## config.mk

```make
export PLATFORM = sky130hd
export DESIGN_NAME = imem_loader
export DESIGN_NICKNAME = d
export VERILOG_FILES = /design/src/rtl/mips_pkg.sv /design/src/rtl/byte_packer.sv /design/src/rtl/imem_loader.sv
export SDC_FILE = /design/constraint.sdc
export NUM_CORES = 1
export LEC_CHECK = 0
export CORE_MARGIN = 2
export CORE_UTILIZATION = 44
export CTS_CLUSTER_DIAMETER = 30
export CTS_CLUSTER_SIZE = 30
export DETAILED_ROUTE_END_ITERATION = 10
export PLACE_DENSITY = 0.79
export RECOVER_POWER = 50
export SYNTH_ARGS = -nofsm -noshare
export SYNTH_HDL_FRONTEND = slang
export SYNTH_HIERARCHICAL = 1
export SYNTH_SLANG_ARGS = --single-unit
```

## constraint.sdc

```tcl
create_clock -name clk -period 2.1 [get_ports clk]
set_input_delay 0.42 -clock clk [delete_from_list [all_inputs] [get_ports clk]]
set_output_delay 0.42 -clock clk [all_outputs]
set_load 0.03 [all_outputs]
```

## src/rtl/mips_pkg.sv

```systemverilog
// Shared loader definitions: FSM state encoding and byte/word geometry of the
// instruction-memory write path.
package mips_pkg;

  localparam int WORD_BYTES = 4;
  localparam int BYTE_W     = 8;
  localparam int WORD_W     = WORD_BYTES * BYTE_W;
  localparam int BCNT_W     = $clog2(WORD_BYTES);

  typedef enum logic [2:0] {
    ST_IDLE    = 3'd0,
    ST_COLLECT = 3'd1,
    ST_WRITE   = 3'd2,
    ST_CHECK   = 3'd3,
    ST_DONE    = 3'd4
  } ld_state_e;

endpackage

```

## src/rtl/byte_packer.sv

```systemverilog
// Big-endian byte-to-word packer: the first byte of a word lands in the top byte.
// word_full flags the shift that completes a word.
module byte_packer
  import mips_pkg::*;
(
  input  logic              clk,
  input  logic              rst_n,
  input  logic              clr,
  input  logic              shift_en,
  input  logic [BYTE_W-1:0] byte_in,
  output logic [WORD_W-1:0] word,
  output logic              word_full
);

  logic [WORD_W-1:0] shreg_q, shreg_d;
  logic [BCNT_W-1:0] cnt_q, cnt_d;

  // Next shift-register contents and byte count.
  always_comb begin
    shreg_d   = shreg_q;
    cnt_d     = cnt_q;
    word_full = shift_en && (cnt_q == BCNT_W'(WORD_BYTES - 1));
    if (clr) begin
      shreg_d = '0;
      cnt_d   = '0;
    end else if (shift_en) begin
      shreg_d = {shreg_q[WORD_W-BYTE_W-1:0], byte_in};
      cnt_d   = cnt_q + BCNT_W'(1);
    end else begin
      shreg_d = shreg_q;
      cnt_d   = cnt_q;
    end
  end

  // Packer state registers.
  always_ff @(posedge clk or negedge rst_n) begin
    if (!rst_n) begin
      shreg_q <= '0;
      cnt_q   <= '0;
    end else begin
      shreg_q <= shreg_d;
      cnt_q   <= cnt_d;
    end
  end

  assign word = shreg_q;

endmodule

```

## src/rtl/imem_loader.sv

```systemverilog
// Instruction-memory program loader: packs a byte stream into words and writes
// them to consecutive addresses. Optional trailing XOR checksum: IMEM_LOADER_CHECKSUM_EN.
module imem_loader
  import mips_pkg::*;
#(
  parameter int ADDR_W = 8,
  parameter int CNT_W  = 9
) (
  input  logic              clk,
  input  logic              rst,
  input  logic              start,
  input  logic [ADDR_W-1:0] base_addr,
  input  logic [CNT_W-1:0]  word_count,
  input  logic              rx_valid,
  input  logic [BYTE_W-1:0] rx_data,
  output logic              rx_ready,
  output logic              mem_we,
  output logic [ADDR_W-1:0] mem_addr,
  output logic [WORD_W-1:0] mem_wdata,
  input  logic              mem_gnt,
  output logic              cpu_hold,
  output logic              busy,
  output logic              done,
  output logic              err
);

`ifdef IMEM_LOADER_CHECKSUM_EN
  localparam ld_state_e LAST_ST = ST_CHECK;
`else
  localparam ld_state_e LAST_ST = ST_DONE;
`endif

  ld_state_e         state_q, state_d;
  logic [ADDR_W-1:0] addr_q, addr_d;
  logic [CNT_W-1:0]  rem_q, rem_d;
  logic              rx_ready_q, rx_ready_d;
  logic              mem_we_q, mem_we_d;
  logic              busy_q, busy_d;
  logic              done_q, done_d;
  logic              pack_clr;
  logic              byte_take;
  logic              shift_en;
  logic              word_full;

  assign byte_take = rx_valid && rx_ready_q;
  assign shift_en  = byte_take && (state_q == ST_COLLECT);

  byte_packer u_packer (
    .clk       (clk),
    .rst_n     (rst),
    .clr       (pack_clr),
    .shift_en  (shift_en),
    .byte_in   (rx_data),
    .word      (mem_wdata),
    .word_full (word_full)
  );

  // Next-state logic; outputs are decoded from the next state so they come out of flops.
  always_comb begin
    state_d  = state_q;
    addr_d   = addr_q;
    rem_d    = rem_q;
    pack_clr = 1'b0;
    case (state_q)
      ST_IDLE: begin
        if (start) begin
          addr_d   = base_addr;
          rem_d    = word_count;
          pack_clr = 1'b1;
          state_d  = (word_count == '0) ? LAST_ST : ST_COLLECT;
        end else begin
          state_d = ST_IDLE;
        end
      end
      ST_COLLECT: begin
        if (word_full) state_d = ST_WRITE;
        else           state_d = ST_COLLECT;
      end
      ST_WRITE: begin
        if (mem_gnt) begin
          addr_d  = addr_q + ADDR_W'(1);
          rem_d   = rem_q - CNT_W'(1);
          state_d = (rem_q == CNT_W'(1)) ? LAST_ST : ST_COLLECT;
        end else begin
          state_d = ST_WRITE;
        end
      end
      ST_CHECK: begin
        if (byte_take) state_d = ST_DONE;
        else           state_d = ST_CHECK;
      end
      ST_DONE: state_d = ST_IDLE;
      default: state_d = ST_IDLE;
    endcase
    rx_ready_d = (state_d == ST_COLLECT) || (state_d == ST_CHECK);
    mem_we_d   = (state_d == ST_WRITE);
    busy_d     = (state_d != ST_IDLE);
    done_d     = (state_d == ST_DONE);
  end

  // FSM, counters and registered outputs.
  always_ff @(posedge clk or negedge rst) begin
    if (!rst) begin
      state_q    <= ST_IDLE;
      addr_q     <= '0;
      rem_q      <= '0;
      rx_ready_q <= 1'b0;
      mem_we_q   <= 1'b0;
      busy_q     <= 1'b0;
      done_q     <= 1'b0;
    end else begin
      state_q    <= state_d;
      addr_q     <= addr_d;
      rem_q      <= rem_d;
      rx_ready_q <= rx_ready_d;
      mem_we_q   <= mem_we_d;
      busy_q     <= busy_d;
      done_q     <= done_d;
    end
  end

`ifdef IMEM_LOADER_CHECKSUM_EN
  logic [BYTE_W-1:0] csum_q, csum_d;
  logic              err_q, err_d;

  // Running XOR over data bytes; the trailing byte in CHECK is compared against it.
  always_comb begin
    csum_d = csum_q;
    err_d  = err_q;
    if (pack_clr) begin
      csum_d = '0;
      err_d  = 1'b0;
    end else if (shift_en) begin
      csum_d = csum_q ^ rx_data;
    end else if ((state_q == ST_CHECK) && byte_take) begin
      err_d = (rx_data != csum_q);
    end else begin
      csum_d = csum_q;
    end
  end

  // Checksum accumulator and sticky error flag.
  always_ff @(posedge clk or negedge rst) begin
    if (!rst) begin
      csum_q <= '0;
      err_q  <= 1'b0;
    end else begin
      csum_q <= csum_d;
      err_q  <= err_d;
    end
  end

  assign err = err_q;
`else
  assign err = 1'b0;
`endif

  assign rx_ready = rx_ready_q;
  assign mem_we   = mem_we_q;
  assign mem_addr = addr_q;
  assign cpu_hold = busy_q;
  assign busy     = busy_q;
  assign done     = done_q;

endmodule

```

== Word-level counts from Yosys, hierarchy flattened ==
Cells that the tools add are included.
Word-level totals
  register bits after elaboration: 58
  input port bits: 30
  output and inout port bits: 46
  word-level logic and storage cells: 52
Cells by class
  add/sub/neg operators: 3
  eq/ne operators: 11
  multiplexer cells: 19
  reduce and logical (&&, ||, !) cells: 10
Operators by type and width (count)
  two-way mux 32 bit: 2
  two-way mux 9 bit: 2
  one-hot mux 9 bit (2 select lines): 1
  two-way mux 8 bit: 2
  one-hot mux 8 bit (2 select lines): 1
  two-way mux 3 bit: 5
  == test 3 x 2 -> 1 bit (second input constant): 4
  one-hot mux 3 bit (4 select lines): 1
  == test 9 x 1 -> 1 bit (second input constant): 1
  logical NOT 9 bit: 1
  subtractor 9 x 1 -> 9 bit (second input constant): 1
  adder 8 x 1 -> 8 bit (second input constant): 1
  == test 3 x 1 -> 1 bit (second input constant): 2
  two-way mux 2 bit: 3
  != test 2 bit (second input constant): 2
  nonzero test 2 bit: 2
  == test 3 bit (second input constant): 1
  logical AND 1 bit: 3
  logical NOT 3 bit: 1
  AND reduction 3 bit: 1
  nonzero test 3 bit: 1
  adder 2 x 1 -> 2 bit (second input constant): 1
  == test 2 bit (second input constant): 1
  two-way mux 1 bit: 2
  logical OR 1 bit: 1

== Longest topological paths before layout ==
Gate-level depths: netlist of the first run.
  depth in word-level cells: 7
  depth in mapped cells: 10
  gate-level depth less buffers: 7

== Modules after synthesis ==
The synthesis of the first run kept the hierarchy.
Modules (own cells, without submodules)
  byte_packer: instances 1, cells an instance 112, area an instance 1427.6 um^2, sequential area each 850.8 um^2
  imem_loader: instances 1, cells an instance 160, area an instance 1408.9 um^2, sequential area each 600.6 um^2

== Worst setup path before layout of the first run ==
Ideal clock, no wire load.
  path kind: register -> register
  from: register state_q[0]
  to: register mem_we_q, in the netlist mem_we
  library setup time: 67 ps
  arrival: 1902 ps
  required time: 2033 ps
  path slack: 131 ps
  stages on the path, launching flop included: 10
  buffers on the path: 3
  clock period less this slack: 1969 ps
  path through: dfrtp_1 > clkbuf_1 > nor2b_1 > nor3b_1 > buf_6 > buf_12 > and2_1 > nand2b_1 > a311oi_1 > and3_1
Between the ends
  cells in the longest elaborated chain, start to end: 6
  elaborated cells between the ends (all ways): 9
  those cells by class: eq/ne (4); mux (2); reduce/logical (3)
Ends and longest elaborated chain
  start: declaration: line imem_loader.sv:33  | ld_state_e state_q, state_d;
  start signal: assignment: line imem_loader.sv:112  | state_q <= state_d;
  == test 3 x 1 -> 1 bit: line imem_loader.sv:46  | assign shift_en = byte_take && (state_q == ST_COLLECT);
  logical AND 1 bit: line imem_loader.sv:46
  named net shift_en: line imem_loader.sv:42  | logic shift_en;
  logical AND 1 bit: line byte_packer.sv:22  | word_full = shift_en && (cnt_q == BCNT_W'(WORD_BYTES - 1));
  named net word_full: line imem_loader.sv:43  | logic word_full;
  two-way mux 2 bit: line imem_loader.sv:76  | if (word_full) state_d = ST_WRITE;
  one-hot mux 3 bit (4 select lines): line imem_loader.sv:64  | case (state_q)
  named net state_d[1]: line imem_loader.sv:33
  == test 3 x 2 -> 1 bit: line imem_loader.sv:96  | mem_we_d = (state_d == ST_WRITE);
  named net mem_we_d: line imem_loader.sv:37  | logic mem_we_q, mem_we_d;
  end signal: assignment: line imem_loader.sv:116  | mem_we_q <= mem_we_d;
  end: declaration: line imem_loader.sv:37
The timed path passes the listed nets, and every way through them passes these cells.
A chain may end at the register's enable or synchronous reset.

== Final worst setup path of the first run ==
  from: register rem_q[1]
  to: register rem_q[7]
Between the ends
  cells in the longest elaborated chain, start to end: 3
Ends and longest elaborated chain
  start: declaration: line imem_loader.sv:35  | logic [CNT_W-1:0] rem_q, rem_d;
  start signal: assignment: line imem_loader.sv:114  | rem_q <= rem_d;
  subtractor 9 x 1 -> 9 bit: line imem_loader.sv:82  | rem_d = rem_q - CNT_W'(1);
  two-way mux 9 bit: line imem_loader.sv:80  | if (mem_gnt) begin
  one-hot mux 9 bit (2 select lines): line imem_loader.sv:64
No other way between the ends. The select of a mux whose other input is x is not followed.

==> run_results.csv, run 1 <==
group,metric,value,unit
sta,tightest_slew,1.44,ns
detailed_routing,wl,6.66,mm
detailed_routing,viasPerCell,5.42,
sta,hold_viol,0,
clock_tree,clock_latency,0.33,ns
clock_tree,clk_pin_slew,0.07,ns
clock_tree,postCtsSetupRepairBufs,0,
setup_path,path_max_fanout,4,
pwr,p_sw,2580,uW
detailed_routing,firstDrtPassIters,5,
pwr,swShare,0.421,
run_status,run_status,"complete, no violations",
final_layout,final_nets,392,
floorplan,rows,29,
detailed_routing,antenna_left,0,
sta,period_share,0.939,
sta,slew_violations,0,
synth,yosys_warnings,6,
synth,ys_seq_area_frac,0.512,
place,hpwl,4.68,mm
global_routing,grt_pass1_wl,11.1,mm
sta,timing.slew.headroom,0.0424,
floorplan,num_io_pins,76,
pwr,power_frac_comb,0.502,
synth,ys_async_sr_fraction,1.00,
clock_tree,cts_inserted_buffers,9,
pwr,ir_worst_vdd,1.01,mV
place,place_inst,424,
clock_tree,holdBufCountCts,0,
setup_path,critPathKind,"register to register",
sta,finalSetupViolCount,0,
floorplan,die_x,84.3,um
floorplan,die_area,0.00710,mm2
clock_tree,cts_buffer_depth,2,
synth,syn_inst,272,
global_routing,grt_pass1_vias,2320,
place,pre_cts_ws,0.0512,ns
clock_tree,clock-sinks,58,
min_path,min_path_type,"primary input to asynchronous set/reset pin",
pwr,power_density,1570,mW/mm2
place,port_buffers,74,
synth,syn_area,0.00284,mm2
floorplan,start_util,0.452,
clock_tree,clockRootBuffer,"clkbuf_8",
sta,hold_slack,0.510,ns
setup_path,end_kind,"register",
floorplan,core_area,0.00628,mm2
detailed_routing,drc,0,
detailed_routing,dr_total_vias,2383,
final_layout,drive_above_1_share,0.102,
synth,synth_top_area_share,0.512,
setup_path,required,2.32,ns
synth,synth_top_area_cell,"dfrtp_1",
pwr,leakage,0.00169,uW
synth,synth_edf_count,0,
clock_tree,cts_tree,"built",
synth,synth_ff_type,"dfrtp_1",
sta,grt_setup_unrepaired,"no",
final_layout,diodes,0,
synth,synth_cell_types,46,
run,maxCapViolCount,0,
global_routing,track_usage,0.194,
global_routing,antenna_found_initial,0,
detailed_routing,drt_iter0_markers,161,
sta,finClkSkew,0.0113,ns
final_layout,final-instance-count-excl-fill,440,
setup_path,worstPathArrival,2.19,ns
sta,clock.fmax,507,MHz
setup_path,startpoint_type,"register",
clock_tree,cts_resized,0,
final_layout,fillers,510,
sta,setup_tns,0,ns
detailed_routing,avgRoutedWirePerCell,15.1,um
final_layout,syn_to_final_growth,37.5,%
pwr,pwr-share-seq,0.326,
sta,fin_ws,0.128,ns
synth,synth-seq-cells,58,
sta,layout_min_cycle_time,1.97,ns
pwr,clockPowerShare,0.172,
final_layout,final_core_util,0.621,
place,gp_congestion,0.884,
synth,syn_nets,306,
synth,yosys-top-cells-area,"dfrtp_1, mux2i_1, nor2_1, o21ai_0, a21oi_1",
global_routing,grt_max_degree,59,
global_routing,grt_overflow_total,0,
floorplan,die_h,84.3,um
pwr,intPower,3540,uW
synth,avgSynthCellArea,10.4,um2
clock_tree,htreeDepth,3,
per-layer routing:
metal,share of wire,vias to the layer above,GRT usage
met3,0.037,14,0.0315
met2,0.48,62,0.313
met5,0,-,0
met4,0.026,0,0.101
met1,0.45,1165,0.253
li1,-,1142,-
path summary, 6_finish.rpt:
kind,from,end,slack (ns),cells after the start
setup / recovery,rem_q[1],rem_q[7],0.13,4
hold / removal,rst,mem_addr[2],0.51,2
max in group asynchronous,rst,mem_we,0.73,2
setup reg to reg,rem_q[1],rem_q[7],0.13,4
hold reg to reg,u_packer/word[26],u_packer/word[26],0.52,2
min in group clk,u_packer/word[26],u_packer/word[26],0.52,2
cell usage after synthesis, types with 2 or more instances:
cell / n
o211ai_1: 2
and3_1: 2
buf_12: 3
a22oi_1: 3
inv_1: 3
a31oi_1: 2
a221o_1: 3
or4_4: 2
clkbuf_1: 9
nor2_1: 50
buf_2: 4
ha_1: 4
nor3_1: 3
o221ai_1: 2
a21oi_1: 12
nand2_1: 12
nor4_1: 3
mux2i_1: 38
and2_1: 3
buf_4: 2
nand4_1: 5
dfrtp_1: 58
nand3_1: 8
a2bb2oi_1: 3
o21ai_0: 15
flip-flops by register name, summed over array words and instances (netlist names):
signal and cells:
done 1, busy 1, state_q 3, u_packer/cnt_q 2, rem_q 9, mem_addr 8, rx_ready 1, mem_we 1
u_packer/word 32
kinds of logic (layout without fill, tap and decap cells):
logic type / Yosys count / count (layout) / synth area share
DFF: 58 / 58 / 0.512
adders and majority gates: 4 / 4 / 0.0176
and+or+nand+nor: 99 / 99 / 0.169
muxes: 38 / 38 / 0.134
AOI/OAI and AO/OA: 48 / 48 / 0.109
xor gates and xnor gates: 1 / 1 / 0.00309
buffers and inverters: 23 / 114 / 0.0547
other: 1 / 1 / 0.00132
area by class of cell:
type,instances,area [um2],share of cell area
multi-input combinational,191,1230,0.315
inverter,4,15.0,0.00385
clock inverter,4,50.0,0.0128
tap,77,96.3,0.0247
sequential,58,1450,0.372
clock buffer,12,155,0.0398
timing repair buffer,94,903,0.232
per-stage QoR:
stage	cell area [um2]	power, uW
2_1_floorplan	2840	3900
3_3_place_gp	3730	5030
3_5_place_dp	3730	5110
4_1_cts	3940	6190
5_1_grt	3900	6490
6_report	3900	6110
power by group through the flow:
stage / clock network, uW / logic (uW) / registers [uW]
after global routing: 1130 / 3300 / 2070
after detailed placement: 0 / 3100 / 2010
after floorplan: 0 / 1300 / 2600
final: 1050 / 3070 / 1990
after CTS: 1070 / 3120 / 1990
after global placement: 0 / 3040 / 1990
layout by cell type, fill, tap and decap left out, types with 3 or more instances in the layout:
| cell | instances |
|---|---|
| clkdlybuf4s50_1 | 70 |
| dfrtp_1 | 58 |
| nor2_1 | 50 |
| mux2i_1 | 38 |
| o21ai_0 | 15 |
| nand2_1 | 12 |
| a21oi_1 | 12 |
| clkbuf_8 | 11 |
| buf_4 | 11 |
| nand3_1 | 8 |
| nand4_1 | 5 |
| clkbuf_1 | 5 |
| ha_1 | 4 |
| inv_1 | 3 |
| nor4_1 | 3 |
| nor3_1 | 3 |
| a221o_1 | 3 |
| a22oi_1 | 3 |
| a2bb2oi_1 | 3 |
| dlygate4sd3_1 | 3 |
| buf_12 | 3 |
worst max-delay path: stages (launching register included):
cell     delay [ns]
dfrtp_1        0.41
or4_4          0.56
or4_4          0.43
a22o_1         0.19
a311o_1        0.28
Note: power is estimated with default switching activity, not from simulation.
==> inputs of run 2 (changes only) <==
CAP_MARGIN = 20   (was default)
==> results of run 2 <==
Final layout, timing and power as in run 1 (identical DEF).
